==> config.mk <==
export PLATFORM = sky130hd
export DESIGN_NAME = harris_frame_sequencer
export DESIGN_NICKNAME = d
export VERILOG_FILES = /design/src/rtl/harris_frame_sequencer.sv
export SDC_FILE = /design/constraint.sdc
export NUM_CORES = 1
export LEC_CHECK = 0
export ABC_AREA = 1
export BUFFER_PORTS_ARGS = -buffer_cell sky130_fd_sc_hd__buf_2
export CORE_UTILIZATION = 38
export CTS_CLUSTER_SIZE = 25
export DETAILED_ROUTE_END_ITERATION = 8
export GPL_ROUTABILITY_DRIVEN = 1
export PLACE_DENSITY = 0.55
export REMOVE_ABC_BUFFERS = 1
export SETUP_SLACK_MARGIN = 0.02
export SLEW_MARGIN = 10
export SYNTH_ARGS = -nofsm -noshare
export SYNTH_HDL_FRONTEND = slang
export SYNTH_SLANG_ARGS = --single-unit
==> constraint.sdc <==
create_clock -name clk -period 9 [get_ports clk]
set_clock_uncertainty 0.2 [all_clocks]
set_input_delay 0 -clock clk [delete_from_list [all_inputs] [get_ports clk]]
set_output_delay 0 -clock clk [all_outputs]
set_load 0.005 [all_outputs]
==> src/rtl/harris_frame_sequencer.sv <==
// Frame-level sequencer for the Harris corner datapath: clears the datapath, gates the
// pixel stream in, flushes the pipeline latency with zero pixels and tags each score with (x,y).
module harris_frame_sequencer #(
    parameter int LUMA_BITS  = 8,
    parameter int COORD_BITS = 16,
    parameter int PIPE_ROWS  = 4,
    parameter int PIPE_CLKS  = 22,
    parameter int BEAT_BITS  = 2*COORD_BITS+1
) (
    input  logic                  clk,
    input  logic                  reset,
    input  logic                  cfg_start,
    input  logic [COORD_BITS-1:0] cfg_width,
    input  logic [COORD_BITS-1:0] cfg_height,
    output logic                  cfg_err,
    output logic                  busy,
    input  logic                  in_pix_valid,
    output logic                  in_pix_ready,
    input  logic [LUMA_BITS-1:0]  in_pix_data,
    output logic                  dp_reset,
    output logic [COORD_BITS-1:0] dp_row_length,
    output logic                  dp_in_valid,
    output logic [LUMA_BITS-1:0]  dp_in_data,
    output logic                  out_valid,
    output logic [COORD_BITS-1:0] out_x,
    output logic [COORD_BITS-1:0] out_y,
    output logic                  out_last,
    output logic                  frame_done
);

    // Wide enough that W*H + PIPE_ROWS*W + PIPE_CLKS can never wrap during the size check.
    localparam int CALC_BITS = ((BEAT_BITS > 2*COORD_BITS) ? BEAT_BITS : 2*COORD_BITS) + 8;
    localparam logic [COORD_BITS-1:0] MIN_DIM   = COORD_BITS'(3);
    localparam logic [COORD_BITS-1:0] COORD_ONE = COORD_BITS'(1);
    localparam logic [BEAT_BITS-1:0]  BEAT_ONE  = BEAT_BITS'(1);

    typedef enum logic [2:0] {
        S_IDLE,
        S_CLEAR,
        S_STREAM,
        S_FLUSH,
        S_DONE
    } state_t;

    state_t state_reg, state_next;

    logic [COORD_BITS-1:0] w_reg, h_reg;
    logic [BEAT_BITS-1:0]  d_reg, npix_reg, nend_reg;
    logic [BEAT_BITS-1:0]  n_reg, n_next;
    logic [COORD_BITS-1:0] x_reg, y_reg;
    logic                  cfg_err_reg;

    logic [CALC_BITS-1:0]  cfg_pix, cfg_lat, cfg_end;
    logic                  cfg_size_ok, cfg_fits, cfg_ok, start_accept;
    logic                  stream_fire, flush_fire, last_pix, last_beat;
    logic                  x_at_end, y_at_end;

    // Frame geometry for the incoming command
    assign cfg_pix      = CALC_BITS'(cfg_width) * CALC_BITS'(cfg_height);
    assign cfg_lat      = CALC_BITS'(PIPE_ROWS) * CALC_BITS'(cfg_width) + CALC_BITS'(PIPE_CLKS);
    assign cfg_end      = cfg_pix + cfg_lat;
    assign cfg_fits     = ((cfg_end >> BEAT_BITS) == '0);
    assign cfg_size_ok  = (cfg_width >= MIN_DIM) && (cfg_height >= MIN_DIM);
    assign cfg_ok       = cfg_size_ok && cfg_fits;
    assign start_accept = (state_reg == S_IDLE) && cfg_start && cfg_ok;

    assign stream_fire  = in_pix_ready && in_pix_valid;
    assign dp_in_valid  = stream_fire || flush_fire;
    assign n_next       = n_reg + BEAT_ONE;
    assign last_pix     = (n_next == npix_reg);
    assign last_beat    = (n_next == nend_reg);

    // Flush beats feed zeros; stalled stream cycles also present zero data.
    for (genvar gi = 0; gi < LUMA_BITS; gi++) begin : g_pix_gate
        assign dp_in_data[gi] = in_pix_data[gi] & stream_fire;
    end

    // A datapath beat carries a real score once the pipeline latency D has been filled.
    assign out_valid = dp_in_valid && (n_reg >= d_reg);
    assign x_at_end  = (x_reg == w_reg - COORD_ONE);
    assign y_at_end  = (y_reg == h_reg - COORD_ONE);
    assign out_last  = out_valid && x_at_end && y_at_end;
    assign out_x     = x_reg;
    assign out_y     = y_reg;

    assign cfg_err       = cfg_err_reg;
    assign dp_row_length = w_reg;

    always_ff @(posedge clk) begin
        if (reset) begin
            state_reg <= S_IDLE;
        end else begin
            state_reg <= state_next;
        end
    end

    always_comb begin
        state_next = state_reg;
        case (state_reg)
            S_IDLE:   if (start_accept) state_next = S_CLEAR;
            S_CLEAR:  state_next = S_STREAM;
            S_STREAM: if (stream_fire && last_pix) state_next = S_FLUSH;
            S_FLUSH:  if (last_beat) state_next = S_DONE;
            S_DONE:   state_next = S_IDLE;
            default:  state_next = S_IDLE;
        endcase
    end

    always_comb begin
        in_pix_ready = 1'b0;
        busy         = 1'b0;
        flush_fire   = 1'b0;
        frame_done   = 1'b0;
        dp_reset     = reset;
        case (state_reg)
            S_CLEAR: begin
                busy     = 1'b1;
                dp_reset = 1'b1;
            end
            S_STREAM: begin
                busy         = 1'b1;
                in_pix_ready = 1'b1;
            end
            S_FLUSH: begin
                busy       = 1'b1;
                flush_fire = 1'b1;
            end
            S_DONE:  frame_done = 1'b1;
            default: ;
        endcase
    end

    always_ff @(posedge clk) begin
        if (reset) begin
            w_reg       <= '0;
            h_reg       <= '0;
            d_reg       <= '0;
            npix_reg    <= '0;
            nend_reg    <= '0;
            n_reg       <= '0;
            x_reg       <= '0;
            y_reg       <= '0;
            cfg_err_reg <= 1'b0;
        end else begin
            cfg_err_reg <= (state_reg == S_IDLE) && cfg_start && !cfg_ok;
            if (start_accept) begin
                w_reg    <= cfg_width;
                h_reg    <= cfg_height;
                d_reg    <= cfg_lat[BEAT_BITS-1:0];
                npix_reg <= cfg_pix[BEAT_BITS-1:0];
                nend_reg <= cfg_end[BEAT_BITS-1:0];
            end
            if (state_reg == S_CLEAR) begin
                n_reg <= '0;
                x_reg <= '0;
                y_reg <= '0;
            end else begin
                if (dp_in_valid) begin
                    n_reg <= n_next;
                end
                if (out_valid) begin
                    if (x_at_end) begin
                        x_reg <= '0;
                        y_reg <= y_reg + COORD_ONE;
                    end else begin
                        x_reg <= x_reg + COORD_ONE;
                    end
                end
            end
        end
    end

endmodule

-- Word-level counts from Yosys, hierarchy flattened
Index checks and enable logic that the tools add are counted.
- $add $sub $neg: 7
- $lt $le $gt $ge: 3
- multiply operators: 1
- bitwise operators: 8
- reductions and logical operators: 18
- equality and inequality tests: 11
- multiplexer cells: 10
- operator list (kind ; count):
    $logic_not A41 Y1 const A ; 1
    $add A32 B19 Y33 ; 1
    $add A33 B1 Y33 const B ; 1
    $eq A33 B32 Y1 ; 1
    $eq A33 B33 Y1 ; 1
    $ge A33 B33 Y1 ; 1
    $add A16 B1 Y16 const B ; 2
    $eq A16 B16 Y1 ; 2
    $ge A16 B2 Y1 const B ; 2
    $mul A16 B16 Y32 ; 1
    $sub A16 B1 Y16 const B ; 2
    $add A18 B5 Y19 const B ; 1
    $mux W16 ; 1
    $pmux W3 S4 ; 1
    $logic_and A1 B1 Y1 ; 10
    $mux W3 ; 3
    $and A1 B1 Y1 ; 8
    $eq A3 B2 Y1 const B ; 2
    $ne A2 B2 Y1 const B ; 3
    $mux W1 ; 5
    $eq A3 B1 Y1 const B ; 1
    $eq A3 B3 Y1 const B ; 1
    $logic_not A3 Y1 ; 1
    $reduce_and A3 Y1 ; 1
    other kinds (5) ; 5
- output and inout bits: 64
- logic and storage cells: 68
- bits of input ports: 44
- register bits after elaboration: 199

-- Logic depth before layout (Yosys ltp)
- depth in word-level cells: 7
- mapped depth: 37
- depth with buffers taken out: 35

-- Worst setup path after synthesis
No wires, ideal clock.
- path kind: input to register
- start: input port cfg_width[5]
- end: register nend_reg[29]
- stages: 31
- required time: 8684 ps
- path buffers: 2
- path slack: 2083 ps
- arrival: 6601 ps
- cell sequence: clkbuf_1 > buf_1 > nand2_1 > fa_1 > inv_1 > fa_1 > inv_1 > fa_1 > inv_1 > fa_1 > fa_1 > inv_1 > fa_1 > inv_1 > ha_1 > nand2_1 > nor2_1 > inv_1 > nor3_1 > a21oi_1 > xnor2_1 > ha_1 > nand2_1 > nor2_1 > nand2_1 > o311ai_0 > inv_1 > nor2_1 > nand3_1 > o21ai_0 > nor2_1
- elaborated cells between the ends (all ways): 7
- classes of those cells: add/sub: 2; mul: 1; order compare: 1; reduce/logical: 3
- RTL lines (what ; RTL line ; RTL):
    start, declared ; 13 ; input logic [COORD_BITS-1:0] cfg_width,
    $mul A16 B16 Y32 ; 59 ; assign cfg_pix = CALC_BITS'(cfg_width) * CALC_BITS'(cfg_height);
    named net cfg_pix[17] ; 53 ; logic [CALC_BITS-1:0] cfg_pix, cfg_lat, cfg_end;
    $add A32 B19 Y33 ; 61 ; assign cfg_end = cfg_pix + cfg_lat;
    end signal, assigned ; 151 ; nend_reg <= cfg_end[BEAT_BITS-1:0];
    end, declared ; 48 ; logic [BEAT_BITS-1:0] d_reg, npix_reg, nend_reg;
The timed path passes the listed nets, and every way through them passes these cells.
A chain may end at the register's enable or synchronous reset.

-- Worst setup path after layout
- start: input port cfg_height[12]
- end: register nend_reg[31]
- elaborated cells between the ends (all ways): 6
- classes of those cells: add/sub: 1; mul: 1; order compare: 1; reduce/logical: 3
- RTL lines (what ; RTL line ; RTL):
    start, declared ; 14 ; input logic [COORD_BITS-1:0] cfg_height,
    $mul A16 B16 Y32 ; 59 ;
    named net cfg_pix[18] ; 53 ;
    $add A32 B19 Y33 ; 61 ;
The timed path passes the listed nets, and every way through them passes these cells.

==> metrics list <==
* Status: finished clean
- The number of setup buffers added after CTS is 0.
- Global route overflow: 0
- At the end of routability-driven placement, the weighted congestion stood at 0.955.
- Crit end category: flip-flop
- Crit path arrival time: 7870 ps
* Commonest non-fill, non-tap cells in the layout: sky130_fd_sc_hd__nand2_1 (778), sky130_fd_sc_hd__inv_1 (629), sky130_fd_sc_hd__nor2_1 (247)
- The floorplan step defined a die boundary enclosing 57300 µm².
- The clock reaches the later pin of the worst-skew pair after 490 ps.
- Clock-pin slew of the registers on the worst-case setup and hold paths: 80 ps
* Per-cell via count in the routed design: between 5 and 6
- Main flop type after synthesis: sky130_fd_sc_hd__dfxtp_1
- Num CTS Buffers: 17
- Synthesized area: 21400 µm²
- Entering global routing, the biggest net connects 87 pins.
- In this run the horizontal extent of the chip is 239 µm.
- Detailed placement finished with a half-perimeter wire length of 54300 µm.
- The initial antenna violation count came to 0.
- After the last flow step, the layout net total stands at approximately 3600.
- Effective utilization at floorplan: 38.6%
- Post-synth EDFFs: 0
- Quantity of I/O buffers inserted on ports: 107
* Share of flip-flops with an asynchronous set or reset after synthesis: 0%
- In this run the register-to-register setup slack is 4950 ps.
* Root cell of the clock tree: sky130_fd_sc_hd__clkbuf_16
- Slew at the pin closest to its max-slew limit: 949 ps
* Total GRT Usage: 24.9%
- Setup violations remaining at the end of the flow were counted as 0.
- Worst setup SP type: primary input
- In the final layout, the share of cells above drive strength 1 is about 6.3%.
* Buffer levels on the longest clock path: 2
* Fill cell total of the finished layout: 5833
- 108 I/O pins were placed.
* Post-cts repair resize count: 0
- RSZ-0062 raised after global routing: false
* Global-route wire length before repair: 111000 µm
- Among all stages on the critical path, the largest delay is contributed by sky130_fd_sc_hd__o311ai_0.
- Area growth from synthesis to final layout: 9.16%
- Total area of sequential cells: around 3700 µm²
* Class of the tightest hold or removal check: primary input to flip-flop
- Leaving out fill and tap cells, the most frequent cell in the layout is sky130_fd_sc_hd__nand2_1.
- Area of the multi-input gates: 14900 µm²
* CTS tree: yes
* Max frequency: 0.131 GHz
* Part of the cycle the worst path needs: between 80% and 90%
* Worst setup path class: primary input to flip-flop
* Sink count of the clock tree: 183
* Mapped Cells: 3193
- After synthesis, the netlist uses 46 different library cells.
- From bottom edge to top edge, the die measures about 240 µm.
* Final hold vios: 0
* #FFs+latches synth: 183
- The number of global-route vias before repair was approximately 20000.
- Number of maximum-capacitance constraint violations: 0
- Counting I/O delays and the setup requirement, the final critical path takes between 7000 and 8000 ps.
- Max-slew violation count: 0
* Synthesis Warnings: 0
* Portion of the post-synthesis area used by sequential elements: 17.1%
- The initialized floorplan defines 86 standard-cell rows.
- Req. time, crit path: around 9200 ps
- After synthesis, the mean cell area works out to 6.71 µm².
- Number of vias after detailed routing: 20500
* Peak fanout along the critical path: 18
- Measured against its own limit, the worst slew margin works out to ~36%.
* Core Region: 55400 µm²
- After detailed routing, the number of remaining DRC violations is 0.
* Router iterations before antenna repair: 6
- Wirelength per Cell: 17.4 µm
* Routed wire length: 69500 µm
- Ant. Diodes: 0
- H-tree levels: 4
* Final ANT Viol Nets: 0
- On the worst path, the slowest cell contributes a delay of 670 ps.
- Iteration-0 DRC count of the detailed router: 1580
- For the final routed database, the setup TNS stands at 0 ps.
path summary, 6_finish.rpt:
| path | startpoint | to | depth (start not counted) |
|---|---|---|---|
| setup / recovery | cfg_height[12] | nend_reg[31] | 30 |
| hold / removal | cfg_width[10] | dp_row_length[10] | 3 |
| setup reg to reg | state_reg[2] | h_reg[0] | 9 |
| hold reg to reg | d_reg[4] | d_reg[4] | 2 |
logic make-up after synthesis:
kind of cell	Yosys count	synth area share (%)
buf+inv	760	13.5
fa+ha+maj	340	26.7
simple gates	1358	26.9
flops	183	17.1
compound gates	433	10.8
xor+xnor	119	4.97
critical path: cells and delay by family:
kind / cells / cell delay, ps
adders and majority gates: 8 / 3970
and+or+nand+nor: 13 / 1720
xor gates and xnor gates: 1 / 190
buffers and inverters: 6 / 1180
AOI/OAI and AO/OA: 2 / 810
layer usage:
layer	track usage [%]	vias up	part of all wire [%]
li1	-	9987	-
met1	34.2	9813	47
met2	40.5	597	45
met3	2.87	100	5.2
met4	8.33	0	2.7
met5	0	-	0
stage by stage:
stage          area, µm²  utilization, %  instances  worst slack [ps]  hold slack, ps
2_1_floorplan      20900               -       3070              2600            -131
3_3_place_gp       22500            40.5       3934              1420            81.0
3_5_place_dp       22500            40.5       3934              1360            78.4
4_1_cts            23400            42.2       3994              1350            16.8
5_1_grt            23400            42.2       3994               736            58.0
6_report           23400            42.2       3994              1350            55.9
what timing repair did:
action,CTS,global route
hold endpoints to repair,34,0
hold buffers,28,0
setup endpoints to repair,0,0
area by class of cell:
cell class | instances | share of cell area [%]
sequential | 183 | 15.7
clock buffer | 18 | 1.88
multi-input combinational | 2250 | 63.6
inverter | 637 | 10.2
tap | 748 | 4.00
timing repair buffer | 144 | 3.78
clock inverter | 14 | 0.798
cell usage after synthesis (20+ instances only):
library cell | n | area share, %
sky130_fd_sc_hd__a21oi_1 | 201 | 4.7
sky130_fd_sc_hd__buf_1 | 20 | 0.35
sky130_fd_sc_hd__clkbuf_1 | 82 | 1.4
sky130_fd_sc_hd__dfxtp_1 | 183 | 17
sky130_fd_sc_hd__fa_1 | 195 | 18
sky130_fd_sc_hd__ha_1 | 145 | 8.5
sky130_fd_sc_hd__inv_1 | 631 | 11
sky130_fd_sc_hd__nand2_1 | 778 | 14
sky130_fd_sc_hd__nand3_1 | 174 | 4.1
sky130_fd_sc_hd__nand3b_1 | 20 | 0.70
sky130_fd_sc_hd__nand4_1 | 36 | 1.1
sky130_fd_sc_hd__nor2_1 | 249 | 4.4
sky130_fd_sc_hd__nor3_1 | 33 | 0.77
sky130_fd_sc_hd__nor4_1 | 22 | 0.64
sky130_fd_sc_hd__o21ai_0 | 165 | 3.9
sky130_fd_sc_hd__xnor2_1 | 28 | 1.1
sky130_fd_sc_hd__xor2_1 | 89 | 3.6
Power is not shown: default switching activity piles up to over one toggle a cycle in this logic, so the estimate is an artifact.
